### config.mk
export PLATFORM = sky130hd
export DESIGN_NAME = regfile_param_clear
export DESIGN_NICKNAME = d
export VERILOG_FILES = /design/src/rtl/regfile_param_clear.sv
export SDC_FILE = /design/constraint.sdc
export NUM_CORES = 2
export LEC_CHECK = 0
export BUFFER_PORTS_ARGS = -buffer_cell sky130_fd_sc_hd__clkbuf_2
export CORE_MARGIN = 5
export CORE_UTILIZATION = 60
export CTS_CLUSTER_DIAMETER = 120
export DETAILED_ROUTE_END_ITERATION = 10
export HOLD_SLACK_MARGIN = 0.1
export PLACE_DENSITY = 0.87
export REMOVE_ABC_BUFFERS = 1
export SLEW_MARGIN = 20
export SYNTH_ARGS = -nofsm -noshare
export SYNTH_HDL_FRONTEND = slang
export SYNTH_SLANG_ARGS = --single-unit
### constraint.sdc
create_clock -name Clk -period 10.1 [get_ports Clk]
set_input_delay 1.01 -clock Clk [delete_from_list [all_inputs] [get_ports Clk]]
set_output_delay 1.01 -clock Clk [all_outputs]
set_load 0.05 [all_outputs]
### src/rtl/regfile_param_clear.sv
// Two-read/one-write register file with a hardwired-zero register, a sequenced clear after reset or on request, and same-cycle write-to-read bypass.
// Reads are combinational. Writes reach storage on the next edge. Writes are dropped while a clear sweep runs.
module regfile_param_clear #(
  parameter int DATA_WIDTH = 64,
  parameter int ADDR_WIDTH = 5,
  parameter bit ZERO_EN    = 1'b1,
  parameter int ZERO_REG   = 31
) (
  input  logic                  Clk,
  input  logic                  Reset_n,
  input  logic [ADDR_WIDTH-1:0] RA,
  input  logic [ADDR_WIDTH-1:0] RB,
  input  logic [ADDR_WIDTH-1:0] RW,
  input  logic [DATA_WIDTH-1:0] BusW,
  input  logic                  RegWr,
  input  logic                  ClearReq,
  output logic [DATA_WIDTH-1:0] BusA,
  output logic [DATA_WIDTH-1:0] BusB,
  output logic                  Ready
);

  localparam int                  DEPTH     = 1 << ADDR_WIDTH;
  localparam logic [ADDR_WIDTH-1:0] ZERO_ADDR = ADDR_WIDTH'(ZERO_REG);
  localparam logic [ADDR_WIDTH:0]   LAST_IDX  = (ADDR_WIDTH+1)'(DEPTH - 1);

  typedef enum logic {
    ST_CLEAR = 1'b0,
    ST_RUN   = 1'b1
  } state_t;

  state_t                state;
  state_t                state_nxt;
  logic [ADDR_WIDTH:0]   clr_idx;
  logic [ADDR_WIDTH:0]   clr_idx_nxt;
  logic                  wr_en;
  logic [ADDR_WIDTH-1:0] wr_addr;
  logic [DATA_WIDTH-1:0] wr_data;
  logic                  zero_hit_w;
  logic                  zero_hit_a;
  logic                  zero_hit_b;

  logic [DATA_WIDTH-1:0] mem [DEPTH];

  assign zero_hit_w = ZERO_EN && (RW == ZERO_ADDR);
  assign zero_hit_a = ZERO_EN && (RA == ZERO_ADDR);
  assign zero_hit_b = ZERO_EN && (RB == ZERO_ADDR);

  always_ff @(posedge Clk or negedge Reset_n) begin
    if (!Reset_n) begin
      state   <= ST_CLEAR;
      clr_idx <= '0;
    end else begin
      state   <= state_nxt;
      clr_idx <= clr_idx_nxt;
    end
  end

  // The sweep shares the single write port, so user writes are simply not issued in CLEAR.
  always_comb begin
    state_nxt   = state;
    clr_idx_nxt = clr_idx;
    wr_en       = 1'b0;
    wr_addr     = RW;
    wr_data     = BusW;
    Ready       = 1'b0;
    case (state)
      ST_CLEAR: begin
        wr_en       = 1'b1;
        wr_addr     = clr_idx[ADDR_WIDTH-1:0];
        wr_data     = '0;
        clr_idx_nxt = clr_idx + 1'b1;
        if (clr_idx == LAST_IDX) begin
          state_nxt = ST_RUN;
        end
      end
      ST_RUN: begin
        Ready = 1'b1;
        if (ClearReq) begin
          state_nxt   = ST_CLEAR;
          clr_idx_nxt = '0;
        end else if (RegWr && !zero_hit_w) begin
          wr_en = 1'b1;
        end
      end
      default: begin
        state_nxt   = ST_CLEAR;
        clr_idx_nxt = '0;
      end
    endcase
  end

  // Storage carries no reset; the sweep is what zeroes it.
  always_ff @(posedge Clk) begin
    if (wr_en) begin
      mem[wr_addr] <= wr_data;
    end
  end

  // Zero register beats bypass, so a write to it never leaks onto a read port.
  always_comb begin
    BusA = '0;
    BusB = '0;
    if (state == ST_RUN) begin
      if (zero_hit_a) begin
        BusA = '0;
      end else if (RegWr && (RA == RW)) begin
        BusA = BusW;
      end else begin
        BusA = mem[RA];
      end
      if (zero_hit_b) begin
        BusB = '0;
      end else if (RegWr && (RB == RW)) begin
        BusB = BusW;
      end else begin
        BusB = mem[RB];
      end
    end
  end

endmodule
# Yosys cells after proc, flatten, opt, wreduce, memory -nomap -nowiden
# Memory sizes are Yosys's and may differ from the RTL's.
# Index checks and enable logic that the tools add are counted.
dict set report totals {
  ff_bits 7
  ram_bits 2048
  output_inout_bits 129
  word_cells 35
  n_memories 1
}
# name depth word_bits read_ports rd_clocked_by_memory_dff wr line
set memory_table {}
lappend memory_table {mem 32 64 2 0 1 42} ;# logic [DATA_WIDTH-1:0] mem [DEPTH];
dict set report classes {
  n_addsub 1
  n_eq_ne 7
  n_mux 19
  bitwise_logic 1
  reduce_logical 4
}
# operator n
set ops {}
lappend ops {{2-to-1 mux 64 bit} 7}
lappend ops {{== test 5 bit (second input constant)} 3}
lappend ops {{one-hot mux 6 bit (2 select lines)} 1}
lappend ops {{== test 5 bit} 2}
lappend ops {{2-to-1 mux 1 bit} 7}
lappend ops {{adder 6 x 1 -> 6 bit (second input constant)} 1}
lappend ops {{== test 6 x 5 -> 1 bit (second input constant)} 1}
lappend ops {{2-to-1 mux 6 bit} 1}
lappend ops {{2-to-1 mux 5 bit} 1}
lappend ops {{one-hot mux 1 bit (2 select lines)} 2}
lappend ops {{logical AND 1 bit} 3}
lappend ops {{inequality test 2 bit (second input constant)} 1}
lappend ops {{logical NOT 1 bit} 1}
lappend ops {{inverter 1 bit} 1}

# Longest topological paths before layout
dict set report depth {
  word_depth 8
  depth_mapped 10
}

# Worst setup path after synthesis
# Ideal clock, no wire load.
dict set report synth_path {
  kind {input to register}
  startpoint {in RegWr}
  endpoint {mem mem[31][0], enable pin}
  setup_ps 489
  arrival_ps 4507
  t_required_ps 9611
  setup_slack_ps 5104
  stages 5
  path_cell_list {nor2b_1 -> a41oi_1 -> or2_2 -> clkbuf_1 -> nor2_1}
}
dict set report synth_between {
  elab_chain_cells 6
}
# item line
set synth_rtl {}
lappend synth_rtl {{start, declared} 15} ;# input logic RegWr,
lappend synth_rtl {{logical AND 1 bit} 81} ;# end else if (RegWr && !zero_hit_w) begin
lappend synth_rtl {{2-to-1 mux 1 bit} 81}
lappend synth_rtl {{2-to-1 mux 1 bit} 78} ;# if (ClearReq) begin
lappend synth_rtl {{one-hot mux 1 bit (2 select lines)} 66} ;# case (state)
lappend synth_rtl {{2-to-1 mux 1 bit} 94} ;# if (wr_en) begin
lappend synth_rtl {{2-to-1 mux 1 bit (not written as such)} 95} ;# mem[wr_addr] <= wr_data;
lappend synth_rtl {{end, declared} 42}
# Every way passes these cells.

# Worst setup path after layout
dict set report layout_path {
  startpoint {in RA[2]}
  endpoint {out BusA[21]}
}
dict set report layout_between {
  elab_chain_cells 5
}
# item line
set layout_rtl {}
lappend layout_rtl {{start, declared} 11} ;# input logic [ADDR_WIDTH-1:0] RA,
lappend layout_rtl {{branches (longest 3 deep; another with memory (32 x 64 bit))} n/a}
lappend layout_rtl {{2-to-1 mux 64 bit *} 104} ;# if (zero_hit_a) begin
lappend layout_rtl {{2-to-1 mux 64 bit *} 103} ;# if (state == ST_RUN) begin
lappend layout_rtl {{end, declared} 17} ;# output logic [DATA_WIDTH-1:0] BusA,
# Every way passes the cells marked *.

==> results.toml <==
[status]
outcome = "finished clean"

[clock_tree]
cts-buffers-inserted = 197
clkLatencyLatePin_ns = 0.86
cts.sinks = 2055
cts_buffer_depth = 3
tritoncts = "done"
clkTransAtPathRegs_ns = 0.06
root_buffer = "clkbuf_16"
post-cts-setup-buffers = 0
cts_max_level = 4
ctsResizeCount = 0
cts_hold_buf = 1

[routing]
drt-initial-drc-count = 10254
dr.pass1.iters = 9
wl_um = 296000
num_vias = 57401
wl_per_cell_um = 41.2
routed_via_density = 7.97
final_antenna_net_count = 0
drcViolationCount = 0

[finish]
area_growth_syn_to_layout_pct = 10.1
num-nets-final = 4951
post_route_cells_drive_above_1_share_pct = 35.6
fin_area_um2 = 106000
fin_cells = 7200
nFillCells = 9617

[global_route]
grtUsageMet3_pct = 10.9
use_met1_pct = 43.8
track_usage_pct = 35.1
antenna_found_initial = 18
grt.busiest_layer = "met2"
grt_pass1_vias = 59930
grt_pass1_wl_um = 424000
grt_max_degree = 167
grt_use_met2_pct = 54.9
grt.overflow.total = 0

[timing]
rsz0062_at_grt = "no"
max_freq_mhz = 152
slew_headroom_pct = 15.0
worstMarginPinSlew_ns = 1.27
min_period_ns = 6.56
finalCritPeriodShare_pct = 65.0
slew_violations = 0
worst_slack_ns = 3.54
hold_viol = 0
setup_tns_ns = 0
clock-skew-final_ns = 0.0566
setup_viol = 0

[pwr]
power.density_nw_per_um2 = 216
p_clk_share_pct = 32.7
internal_power_uw = 16400
ir_worst_vdd_v = 0.000296
comb_power_share_pct = 18.2
power_frac_seq_pct = 49.1
power_switching_uw = 6620
p_leak_uw = 0.0340
switching_share_pct = 28.8

[synthesis]
yosysWarnings = 0
synth_edf_count = 2048
async_flop_share_pct = 0.341
synth_seq_cells = 2055
synth.distinct_cells = 47
synth-main-ff-cell = "edfxtp_1"
yosysSeqAreaShare_pct = 63.9
synth_cells = 4730
synth_area_per_cell_um2 = 20.4
netlist_area_um2 = 96600

[placed_design]
dpl.cell_count = 6825
hpwlAfterDp_um = 148000
dp_slack_ns = 3.74
dpl_cell_area_um2 = 99800
placement.io_buffers = 211
gp_congestion = 0.806

[floorplanning]
dieArea_um2 = 169000
pin_count = 212
floorplan.die.width_um = 411
start_util_pct = 60.2
core_um2 = 160000
chipHeight_um = 411
rows = 147

[setup_path]
critPathRequiredTime_ns = 9.09
rrSetupSlack_ns = 5.41
path_max_fanout = 45
critical_path_arrival_ns = 5.55
start_kind = "input pin"
crit_type = "in2out"
end_kind = "output pin"

[job]
maxCapViolations = 0

[worst_hold_path]
hold_class = "reg2reg"
per-stage QoR:
stage / power (uW) / hold WS (ns) / util (%)
finish: 23000 / 0.494 / 66.3
global route: 23500 / 0.513 / 66.3
CTS: 22800 / 0.480 / 66.3
detailed placement: 15400 / 0.478 / 62.2
global placement: 15100 / 0.465 / 62.2
floorplan: 13500 / 0.448 / -
metal layers:
metal  vias up  routed length [um]
met5         -                 103
met4         8               21900
met2      6079              141000
li1      20948                   -
met1     28923               87400
met3      1443               46200
worst max-delay path: stages:
cell	delay, ns
buf_8	0.40
xor2_1	0.17
nor4_1	0.71
nand3_1	0.35
nor2_4	1.05
buf_4	0.94
o2bb2ai_1	0.43
clkbuf_2	0.40
power by group through the flow:
| stage | registers (uW) | clock network (uW) | logic [uW] |
|---|---|---|---|
| after floorplan | 11300 | 0 | 2240 |
| after global placement | 11200 | 0 | 3900 |
| after detailed placement | 11400 | 0 | 4000 |
| after CTS | 11300 | 7510 | 4060 |
| after global routing | 11400 | 7910 | 4240 |
| final | 11300 | 7520 | 4180 |
final cells by class:
| type | count | area, um2 | area share [%] |
|---|---|---|---|
| antenna | 13 | 32.5 | 0.0306 |
| clock buffer | 242 | 5140 | 4.83 |
| clock inverter | 117 | 1320 | 1.24 |
| inverter | 7 | 26.3 | 0.0247 |
| multi-input combinational | 2269 | 33200 | 31.2 |
| sequential | 2055 | 61700 | 58.0 |
| tap | 2160 | 2700 | 2.54 |
| timing repair buffer | 337 | 2270 | 2.14 |
cell usage after synthesis (2+ instances only):
library cell | number | area, um2
edfxtp_1 | 2048 | 61500
mux4_2 | 1063 | 23900
mux2i_1 | 234 | 2340
buf_2 | 167 | 836
clkbuf_1 | 142 | 533
a21oi_1 | 125 | 626
nor2b_1 | 121 | 757
a211oi_1 | 117 | 878
nor2_1 | 103 | 387
nand3_1 | 68 | 340
mux2_2 | 67 | 754
a32o_1 | 65 | 651
and2_1 | 65 | 407
o211ai_1 | 60 | 450
o2bb2ai_1 | 59 | 517
buf_1 | 36 | 135
a221oi_1 | 28 | 245
buf_4 | 28 | 210
buf_6 | 25 | 282
nand2_1 | 24 | 90.1
o21ai_0 | 12 | 60.1
xor2_1 | 10 | 87.6
dfrtp_1 | 7 | 175
inv_1 | 7 | 26.3
a22oi_1 | 5 | 37.5
nand2b_1 | 5 | 31.3
o21a_1 | 4 | 30.0
a31oi_1 | 3 | 18.8
and3_1 | 3 | 18.8
o21bai_1 | 3 | 22.5
o221ai_1 | 3 | 26.3
o22ai_1 | 3 | 18.8
xnor2_1 | 3 | 26.3
nand3b_1 | 2 | 15.0
nor4_1 | 2 | 12.5
or2_2 | 2 | 12.5
cells by family after synthesis:
family                     Yosys count  synth area share, %
AOI/OAI and AO/OA                  493                 3.77
xor gates and xnor gates            13                0.118
adders and majority gates            1               0.0130
buffers and inverters              406                 2.10
DFF                               2055                 63.9
muxes                             1364                 28.0
and+or+nand+nor                    398                 2.16
state kept, by name, indices dropped and copies added, names as in the netlist:
register / cells
mem: 2048
clr_idx: 6
state: 1
path summary, 6_finish.rpt:
kind                            start           to  cells past startpoint
max in group asynchronous     Reset_n        state                      2
setup / recovery                RA[2]     BusA[21]                      8
hold reg to reg            clr_idx[5]   clr_idx[5]                      1
hold / removal             clr_idx[5]   clr_idx[5]                      1
min in group asynchronous     Reset_n   clr_idx[1]                      2
setup reg to reg                state  mem[22][31]                      5
cell usage in the layout (no fill, tap or decap), types with 65 or more instances in the layout:
master | netlist | routed
a211oi_1 | 117 | 117
a21oi_1 | 125 | 125
a32o_1 | 65 | 65
buf_4 | 28 | 109
clkbuf_16 | 0 | 199
clkbuf_2 | 1 | 203
edfxtp_1 | 2048 | 2048
mux2_2 | 67 | 67
mux2i_1 | 234 | 234
mux4_2 | 1063 | 1063
nand3_1 | 68 | 68
nor2_1 | 103 | 69
nor2b_1 | 121 | 121
No activity file was read; power rests on OpenSTA's default activity.
